===== src/rtl/gmii_tx_fifo18.sv =====
// GMII transmitter fed by an 18-bit non-FWFT frame FIFO: adds preamble/SFD,
// pads short frames, appends the Ethernet FCS and enforces the inter-frame gap.
module gmii_tx_fifo18 #(
  parameter logic [3:0]  Gap    = 4'hC,
  parameter logic [10:0] MinLen = 11'd60
) (
  input  logic        gmii_tx_clk,
  input  logic        sys_rst,
  input  logic [17:0] dout,
  input  logic        empty,
  output logic        rd_en,
  input  logic        frame_ready,
  output logic [7:0]  gmii_txd,
  output logic        gmii_tx_en,
  output logic        gmii_tx_er,
  output logic [31:0] tx_frame_cnt,
  output logic [15:0] tx_underrun_cnt
);

  localparam int unsigned WordW = 18;
  localparam int unsigned CntW  = 4;
  localparam int unsigned LenW  = 11;

  typedef enum logic [2:0] {
    S_IDLE, S_PREAMBLE, S_SFD, S_DATA, S_PAD, S_FCS, S_IFG, S_ABORT
  } state_t;

  state_t            r_state, w_state;
  logic [CntW-1:0]   r_cnt, w_cnt;
  logic              r_phase, w_phase;
  logic [WordW-1:0]  r_word, w_word;
  logic [LenW-1:0]   r_len, w_len, w_len_inc;
  logic [31:0]       r_crc, w_crc, w_fcs;
  logic              r_rd_pend, w_rd_pend;
  logic              w_rd, w_tx_en, w_tx_er, w_frame_inc, w_urun_inc, w_last;
  logic [7:0]        w_txd, w_byte;

  // Reflected CRC-32 (0xEDB88320), LSB of the byte first.
  function automatic logic [31:0] crc_byte(input logic [31:0] crc, input logic [7:0] d);
    logic [31:0] c;
    c = crc;
    for (int i = 0; i < 8; i++) begin
      c = (c[0] ^ d[i]) ? ((c >> 1) ^ 32'hEDB88320) : (c >> 1);
    end
    return c;
  endfunction

  assign w_len_inc = (r_len == 11'h7FF) ? r_len : LenW'(r_len + 11'd1);
  assign w_fcs     = ~(r_crc >> {r_cnt[1:0], 3'b000});
  assign w_byte    = r_phase ? r_word[7:0] : r_word[15:8];
  assign rd_en     = w_rd & ~sys_rst;

  always_comb begin : next_state
    w_state     = r_state;
    w_cnt       = r_cnt;
    w_phase     = r_phase;
    w_word      = r_word;
    w_len       = r_len;
    w_crc       = r_crc;
    w_rd_pend   = 1'b0;
    w_rd        = 1'b0;
    w_txd       = 8'h00;
    w_tx_en     = 1'b0;
    w_tx_er     = 1'b0;
    w_frame_inc = 1'b0;
    w_urun_inc  = 1'b0;
    w_last      = 1'b0;
    case (r_state)
      S_IDLE: begin
        w_cnt   = '0;
        w_len   = '0;
        w_crc   = '1;
        w_phase = 1'b0;
        if (frame_ready && !empty) w_state = S_PREAMBLE;
      end
      S_PREAMBLE: begin
        w_tx_en = 1'b1;
        w_txd   = 8'h55;
        if (r_cnt == 4'd6) begin
          w_rd    = ~empty;
          w_cnt   = '0;
          w_state = S_SFD;
        end else begin
          w_cnt = CntW'(r_cnt + 4'd1);
        end
      end
      S_SFD: begin
        w_tx_en = 1'b1;
        w_txd   = 8'hD5;
        w_word  = dout;
        w_phase = 1'b0;
        w_state = S_DATA;
      end
      S_DATA: begin
        // Next word is requested on the high byte so it lands in time for the low byte.
        w_tx_en = 1'b1;
        w_txd   = w_byte;
        w_crc   = crc_byte(r_crc, w_byte);
        w_len   = w_len_inc;
        if (!r_phase) begin
          if (r_word[17] && r_word[16]) begin
            w_last = 1'b1;
          end else begin
            w_phase = 1'b1;
            if (!r_word[17]) begin
              if (empty) begin
                w_tx_er    = 1'b1;
                w_urun_inc = 1'b1;
                w_state    = S_ABORT;
              end else begin
                w_rd = 1'b1;
              end
            end
          end
        end else if (r_word[17]) begin
          w_last = 1'b1;
        end else begin
          w_word  = dout;
          w_phase = 1'b0;
        end
        if (w_last) begin
          w_cnt   = '0;
          w_state = (w_len_inc < MinLen) ? S_PAD : S_FCS;
        end
      end
      S_PAD: begin
        w_tx_en = 1'b1;
        w_crc   = crc_byte(r_crc, 8'h00);
        w_len   = w_len_inc;
        if (w_len_inc >= MinLen) begin
          w_cnt   = '0;
          w_state = S_FCS;
        end
      end
      S_FCS: begin
        w_tx_en = 1'b1;
        w_txd   = w_fcs[7:0];
        if (r_cnt == 4'd3) begin
          w_frame_inc = 1'b1;
          w_cnt       = '0;
          w_state     = S_IFG;
        end else begin
          w_cnt = CntW'(r_cnt + 4'd1);
        end
      end
      S_IFG: begin
        // The IDLE decision cycle is the last idle cycle of the gap.
        if (r_cnt == CntW'(Gap - 4'd2)) begin
          w_cnt   = '0;
          w_state = S_IDLE;
        end else begin
          w_cnt = CntW'(r_cnt + 4'd1);
        end
      end
      S_ABORT: begin
        if (r_rd_pend && dout[17]) begin
          w_cnt   = '0;
          w_state = S_IFG;
        end else if (!empty) begin
          w_rd      = 1'b1;
          w_rd_pend = 1'b1;
        end
      end
      default: w_state = S_IDLE;
    endcase
  end

  always_ff @(posedge gmii_tx_clk) begin
    if (sys_rst) begin
      r_state         <= S_IDLE;
      r_cnt           <= '0;
      r_phase         <= 1'b0;
      r_word          <= '0;
      r_len           <= '0;
      r_crc           <= '1;
      r_rd_pend       <= 1'b0;
      gmii_txd        <= 8'h00;
      gmii_tx_en      <= 1'b0;
      gmii_tx_er      <= 1'b0;
      tx_frame_cnt    <= '0;
      tx_underrun_cnt <= '0;
    end else begin
      r_state    <= w_state;
      r_cnt      <= w_cnt;
      r_phase    <= w_phase;
      r_word     <= w_word;
      r_len      <= w_len;
      r_crc      <= w_crc;
      r_rd_pend  <= w_rd_pend;
      gmii_txd   <= w_txd;
      gmii_tx_en <= w_tx_en;
      gmii_tx_er <= w_tx_er;
      if (w_frame_inc) tx_frame_cnt <= 32'(tx_frame_cnt + 32'd1);
      if (w_urun_inc && tx_underrun_cnt != 16'hFFFF)
        tx_underrun_cnt <= 16'(tx_underrun_cnt + 16'd1);
    end
  end

endmodule


===== config.mk =====
export PLATFORM = sky130hd
export DESIGN_NAME = gmii_tx_fifo18
export DESIGN_NICKNAME = d
export VERILOG_FILES = /design/src/rtl/gmii_tx_fifo18.sv
export SDC_FILE = /design/constraint.sdc
export NUM_CORES = 1
export LEC_CHECK = 0
export ABC_AREA = 1
export CORE_ASPECT_RATIO = 1.1
export CORE_MARGIN = 1
export CORE_UTILIZATION = 58
export CTS_CLUSTER_DIAMETER = 200
export DETAILED_ROUTE_END_ITERATION = 10
export PLACE_DENSITY = 0.83
export SLEW_MARGIN = 20
export SYNTH_ARGS = -nofsm -noshare
export SYNTH_HDL_FRONTEND = slang
export SYNTH_SLANG_ARGS = --single-unit

===== constraint.sdc =====
create_clock -name gmii_tx_clk -period 2.86 [get_ports gmii_tx_clk]
set_input_delay 0.572 -clock gmii_tx_clk [delete_from_list [all_inputs] [get_ports gmii_tx_clk]]
set_output_delay 0.572 -clock gmii_tx_clk [all_outputs]
set_load 0.1 [all_outputs]

# ---- Yosys cells after proc, flatten, opt, wreduce, memory -nomap -nowiden
# Cells that the tools add are included.
dict set report word_totals {
  reg_bits 128
  latch_bits 0
  ram_bits 0
  romBits 0
  in_bits 22
  out_inout_bits 59
  wordCells 158
  n_memories 0
}
dict set report classes {
  addsub 4
  mul 0
  n_div 0
  order_cmp 2
  n_eq_ne 25
  n_shift 1
  muxes 66
  n_bitwise 28
  reduce_logical 19
}
# operator n
set op_table {}
lappend op_table {{$mux W32} 16}
lappend op_table {{$not A13 Y14} 15}
lappend op_table {{$pmux W32 S3} 1}
lappend op_table {{$mux W18} 2}
lappend op_table {{$pmux W18 S2} 1}
lappend op_table {{$mux W3} 11}
lappend op_table {{$add A32 B1 Y32 const B} 1}
lappend op_table {{$pmux W8 S4} 1}
lappend op_table {{$shr A32 B5 Y8} 1}
lappend op_table {{$pmux W4 S7} 1}
lappend op_table {{$mux W4} 6}
lappend op_table {{$pmux W3 S8} 1}
lappend op_table {{$pmux W11 S2} 1}
lappend op_table {{$mux W1} 21}
lappend op_table {{$ne A2 B2 Y1 const B} 9}
lappend op_table {{$add A16 B1 Y16 const B} 1}
lappend op_table {{$ne A16 B16 Y1 const B} 1}
lappend op_table {{$eq A3 B3 Y1 const B} 4}
lappend op_table {{$ne A3 B3 Y1 const B} 4}
lappend op_table {{$add A11 B1 Y11 const B} 1}
lappend op_table {{$eq A11 B11 Y1 const B} 1}
lappend op_table {{$ge A11 B6 Y1 const B} 1}
lappend op_table {{$lt A11 B6 Y1 const B} 1}
lappend op_table {{$mux W11} 1}
lappend op_table {{other kinds (25)} 42}

# ---- Logic depth before layout (Yosys ltp)
# Gate-level depths: netlist of the first run.
dict set report logic_depth {
  word_depth 18
  depth_mapped 16
  mapped_depth_nobuf 16
}

# ---- Worst setup path after synthesis of the first run
# No wires, ideal clock.
dict set report synth_path {
  kind {input to output}
  from {input port sys_rst}
  to {output port rd_en}
  t_arrival_ns 2.050
  t_required_ns 2.288
  setup_slack_ns 0.238
  cell_stages 6
  path_buffers 3
  path_cell_list {clkbuf_1 > inv_1 > clkbuf_1 > clkbuf_1 > nand4_1 > inv_1}
}
dict set report synth_via {
  elab_chain_cells 2
}
# element line
set synth_rtl {}
lappend synth_rtl {{start, declared} 8} ;# input logic sys_rst,
lappend synth_rtl {{$not A1 Y1} 51} ;# assign rd_en = w_rd & ~sys_rst;
lappend synth_rtl {{$and A1 B1 Y1} 51}
lappend synth_rtl {{end, declared} 11} ;# output logic rd_en,
# No other way between the ends.

==> results of run 1 <==
## per-layer routing
metal | share of wire | GRT usage | up-vias | routed length, um
met5 | 0 | 0 | - | 0
met4 | 0.053 | 0.2130 | 0 | 1328
met3 | 0.082 | 0.09656 | 126 | 2042
met2 | 0.47 | 0.5536 | 457 | 11810
met1 | 0.39 | 0.4017 | 4118 | 9847
li1 | - | - | 4412 | -
## worst min-delay path: cells and delay by family (launching register included)
family	cells	cell delay, ns
and+or+nand+nor	1	0.06
AOI/OAI and AO/OA	1	0.05
DFF	1	0.31
## registers in the layout (all words and copies together), names as in the netlist, named ones only
signal,flops
r_crc,32
tx_frame_cnt,32
r_word,18
tx_underrun_cnt,16
r_len,11
gmii_txd,8
r_cnt,4
r_state,2
gmii_tx_en,1
gmii_tx_er,1
r_phase,1
r_rd_pend,1
## layout by cell type (no fill, tap or decap), drive strengths merged
cell type,instances
a211o,1
nand2,356
ha,6
a21boi,1
clkbuf,23
buf,88
clkdlybuf4s50,20
a21oi,113
nand3,110
a21o,1
a32oi,2
a211oi,2
nor3,24
or2,10
nor2,96
o2111ai,1
bufinv,1
xor2,71
o21ai,89
o211a,1
nand4,19
clkinv,4
o22ai,1
o211ai,12
dfxtp,128
o221ai,2
nor4,4
a31oi,5
xnor2,39
a221oi,2
inv,145
and2,1
clkinvlp,4
o21bai,2
o31ai,3
nand3b,3
o21a,6
o311ai,1
## how the worst max path moves through the flow
stage,endpoint,cells after the start
after floorplan,rd_en,6
after global placement,r_crc[17],11
after detailed placement,tx_underrun_cnt[14],9
after CTS,rd_en,8
after global routing,r_crc[18],15
final,rd_en,8
## power by group
group | internal, mW | total (mW) | leakage [nW] | switching (mW)
registers | 2.11 | 2.52 | 1.04 | 0.413
clock network | 1.24 | 2.06 | 0.260 | 0.820
logic | 2.17 | 6.34 | 2.97 | 4.17
total | 5.52 | 10.9 | 4.28 | 5.40
## area by class of cell
| class | count | area (um^2) |
|---|---|---|
| clock buffer | 23 | 467.9 |
| tap | 188 | 235.2 |
| inverter | 145 | 544.3 |
| timing repair buffer | 108 | 870.8 |
| sequential | 128 | 2562 |
| fill | 1148 | 4108 |
| clock inverter | 9 | 83.83 |
| multi-input combinational | 984 | 5147 |
## per-stage QoR
step / power (mW) / worst slack (ns)
5_1_grt: 11.67 / 0.04758
2_1_floorplan: 7.216 / 0.2377
6_report: 10.92 / 0.2493
3_5_place_dp: 8.665 / 0.3714
4_1_cts: 10.76 / 0.2786
3_3_place_gp: 8.558 / 0.4401
## logic make-up after synthesis
family / after synthesis / share of synthesized area
compound gates: 245 / 0.1592
xor+xnor: 110 / 0.1240
fa+ha+maj: 6 / 0.008866
buf+inv: 193 / 0.08970
flops: 128 / 0.3026
simple gates: 623 / 0.3156
==> results.cfg, run 1 <==
[drt]
routed_wirelength_mm = 25.03
dr.pass1.iters = 5
vias = 9113
vias_per_cell = 5.750
ant_nets = 0
first_iter_violations = 788
wire_per_inst_um = 15.79
drc = 0

[setup_path]
critical-path-max-stage-delay_ns = 0.35
cp.arrival_ns = 2.04
r2r_cells = 13
reg2reg_slack_ns = 0.25
regToRegStartpoint = r_phase
critPathKind = reg2out
reg2reg_to = r_crc[13]
cp_top_family = buffers and inverters
worstSetupEndpointType = output port
required_ns = 2.29
cpMaxStageDelayCell = dfxtp_1
start_kind = flip-flop
critPathMaxFanout = 6
path_buf_inv = 3
cp_cell_sequence = inv_1, nand2_2, nor2_4, nand2_2, o221ai_1, nand4_1, inv_1, buf_12

[final_layout]
area_growth_pct = 17.07
final_cell_area_um2 = 9912
nets = 1412
layoutNonFillerInstCount = 1585
n_antenna_cell = 0
fin_util = 0.7070
post_route_cells_drive_above_1_share = 0.1117

[timing]
finalHoldViolCount = 0
period_share = 0.9128
tns_ns = 0
fin_crit_ns = 2.611
fmax_mhz = 383.0
grt_setup_unrepaired = false
fin_hold_ws_ns = 0.4663
skew_ns = 0.007426
worstMarginPinSlew_ns = 0.9026
slew_headroom = 0.3939
finalMaxSlewViolations = 0
setup_violations = 0

[synth]
synthTopCellsByArea = dfxtp_1 (30%), nand2_1 (15%), xor2_1 (6.7%)
ys_seq_area_frac = 0.3026
synthDominantCellAreaShare = 0.3026
post_synth_num_cell_types = 49
synth_top_area_cell = dfxtp_1
async_flop_share = 0
synth_edf_count = 0
synth_nets = 1333
synth_area_um2 = 8467
syn_area_per_cell_um2 = 6.488
synthTopCellsByCount = nand2_1 (346), inv_1 (140), dfxtp_1 (128)
yosysMostFrequentCell = nand2_1
synth_ff_type = dfxtp_1
netlist_instances = 1305
yosysWarnings = 0
synth-seq-cells = 128

[global_routing]
grt_pass1_vias = 8500
overflow = 0
grt_max_degree = 73
antenna_found_initial = 0
grt_pass1_wl_mm = 40.34
gr-usage-all-layers = 0.3438

[cts]
cts.htree.levels = 4
clk_latency_ns = 0.42
cts-root-buf = clkbuf_16
clock-sinks = 128
cts_resized = 0
ctsLongestPathBuffers = 2
hold_buffers = 0
cts_buffers = 17
cts_tree = done
post_cts_buffers = 0
clk_pin_slew_worst_paths_ns = 0.06

[placement]
dpl_cell_area_um2 = 9360
place_inst = 1553
gp_congestion = 1.006
dp_hpwl_mm = 17.88
port_buffers = 80

[power_and_ir_drop]
ir_drop_mv = 0.5541
leakage_nw = 4.275
powerDensity_nw_per_um2 = 1102

[floorplanning]
initial_utilization = 0.6039
core_um2 = 14020
ios = 81
die_y_um = 128.7
rows = 45
dieArea_um2 = 15090
die_x_um = 117.2

[hold_path]
hold_end = r_word[14]
min_path_cells = 2
hp-class = reg2reg
holdCritStartpoint = r_word[14]

[run]
max-cap-violations = 0

[status]
status = finished, final reports clean
Note: power is estimated with default switching activity, not from simulation.
==> inputs of run 2 (changes only) <==
CTS_CLUSTER_DIAMETER = 100   (was 200)
CTS_CLUSTER_SIZE = 30   (was unset)
PLACE_DENSITY = 0.79   (was 0.83)
==> run 2 against run 1 <==
Compared with the run above:
- via count shrank 1.2%
- worst hold slack lost 0.0014 ns
- sequential share of layout area shrank 0.28 points
- critical path depth is the same
- critical endpoint unchanged
- routed wire length grew 1.9%
- global-route usage grew 0.50 points
- clock-buffer cell count shrank 6
- first-iteration DRC count shrank 16%
==> results.cfg, run 2 (synthesis results as in run 1) <==
[power_and_ir_drop]
leakage_nw = 4.330
powerDensity_nw_per_um2 = 1127
power_mw = 11.29
ir_drop_mv = 0.5874

[timing]
worstMarginPinSlew_ns = 0.8042
setup_violations = 0
finalMaxSlewViolations = 0
finalHoldViolCount = 0
grt_setup_unrepaired = false
tns_ns = 0
setup_ws_ns = 0.1714
fmax_mhz = 371.9
period_share = 0.9401
fin_crit_ns = 2.689
slew_headroom = 0.4639
skew_ns = 0.008965

[setup_path]
worstSetupEndpointType = output port
critPathMaxFanout = 6
cpMaxStageDelayCell = dfxtp_1
critical-path-max-stage-delay_ns = 0.35
required_ns = 2.29
cp.arrival_ns = 2.12
critPathKind = reg2out
regToRegStartpoint = r_len[0]
cp_top_family = simple AND/OR/NAND/NOR gates
cp_cell_sequence = inv_1, nand2_2, nor2_4, nand2_2, o221ai_1, nand4_1, inv_1, buf_12
path_buf_inv = 3
start_kind = flip-flop

[placement]
place_ws_ns = 0.3812
dpl_cell_area_um2 = 9400
dp_hpwl_mm = 18.21
place_inst = 1555
port_buffers = 80
gp_congestion = 0.9558

[final_layout]
area_growth_pct = 18.34
layout_commonest_cell = nand2_1
post_route_cells_drive_above_1_share = 0.1158
layout_common_cells = nand2_1 (346), inv_1 (139), dfxtp_1 (128), a21oi_1 (113), nand3_1 (110)
n_antenna_cell = 0
largestRegisters = r_crc x32, tx_frame_cnt x32, r_word x18
layoutNonFillerInstCount = 1587
final_cell_area_um2 = 10020
nets = 1414

[run]
max-cap-violations = 0

[drt]
routed_wirelength_mm = 25.51
wire_per_inst_um = 16.08
dr.pass1.iters = 5
ant_nets = 0
first_iter_violations = 658
vias = 9002
vias_per_cell = 5.672
drc = 0

[floorplanning]
initial_utilization = 0.6039
dieArea_um2 = 15090
die_y_um = 128.7
rows = 45
die_x_um = 117.2
core_um2 = 14020
ios = 81

[cts]
cts_resized = 0
cts_buffers = 17
cts_tree = done
clk_pin_slew_worst_paths_ns = 0.06
cts.htree.levels = 4
clock-sinks = 128
ctsLongestPathBuffers = 2
clk_latency_ns = 0.43
hold_buffers = 0
post_cts_buffers = 0
cts-root-buf = clkbuf_16

[global_routing]
grt_max_degree = 73
overflow = 0
antenna_found_initial = 0
grt_pass1_wl_mm = 40.68
gr-usage-all-layers = 0.3488
grt_pass1_vias = 8320

[status]
status = finished, final reports clean

[hold_path]
hp-class = reg2reg
holdCritStartpoint = r_word[9]
## run 2: cell count changes in the layout (fill, tap and decap cells not counted), sizes merged
cell / before / now
inv: 145 / 152
clkbuf: 23 / 17
buf: 88 / 90
bufinv: 1 / 3
clkinv: 4 / 2
clkinvlp: 4 / 3
## run 2: through the flow
stage / util / hold WS, ns
finish: 0.7147 / 0.4649
global route: 0.7147 / 0.4843
CTS: 0.7147 / 0.4627
detailed placement: 0.6705 / 0.4552
global placement: 0.6705 / 0.4514
floorplan: - / 0.4411
## run 2: path summary, 6_finish.rpt
path               endpoint  slack, ns  depth (start not counted)
hold reg to reg   r_word[9]       0.46                          2
setup / recovery      rd_en       0.17                          8
setup reg to reg   r_cnt[2]       0.32                         12
hold / removal    r_word[9]       0.46                          2
## run 2: routing by layer
metal | share of wire | global-route usage
met1 | 0.42 | 0.4119
met2 | 0.48 | 0.5913
met3 | 0.067 | 0.07678
met4 | 0.042 | 0.1750
met5 | 0 | 0
## run 2: report_power, final
| group | switching (mW) | leakage [nW] | internal (mW) | total (mW) |
|---|---|---|---|---|
| sequential | 0.404 | 1.04 | 2.11 | 2.51 |
| clock | 0.915 | 0.294 | 1.40 | 2.31 |
| combinational | 4.21 | 2.99 | 2.26 | 6.47 |
## run 2: layout make-up
cell class                      count  area [um^2]
Tap cell                          188        235.2
Multi-Input combinational cell    984         5147
Clock buffer                       17        425.4
Clock inverter                     15        193.9
Fill cell                        1235         4000
Sequential cell                   128         2562
Inverter                          145        544.3
Timing Repair Buffer              110        910.9
## run 2: worst register-to-register path, cell delays in order (launching register included)
cell,delay [ns]
dfxtp_1,0.40
ha_1,0.24
inv_1,0.05
nor2_1,0.25
nand3_1,0.32
nand2_1,0.18
nand2_1,0.06
nor2_1,0.10
nand2_1,0.13
nand3_1,0.18
nand3b_1,0.23
o21ai_0,0.23
nor2_1,0.05
==> inputs of run 3 (changes only) <==
HOLD_SLACK_MARGIN = 0.08   (was unset)
==> results of run 3 <==
Same layout as run 2: the final DEF is identical, and so are final timing and power.
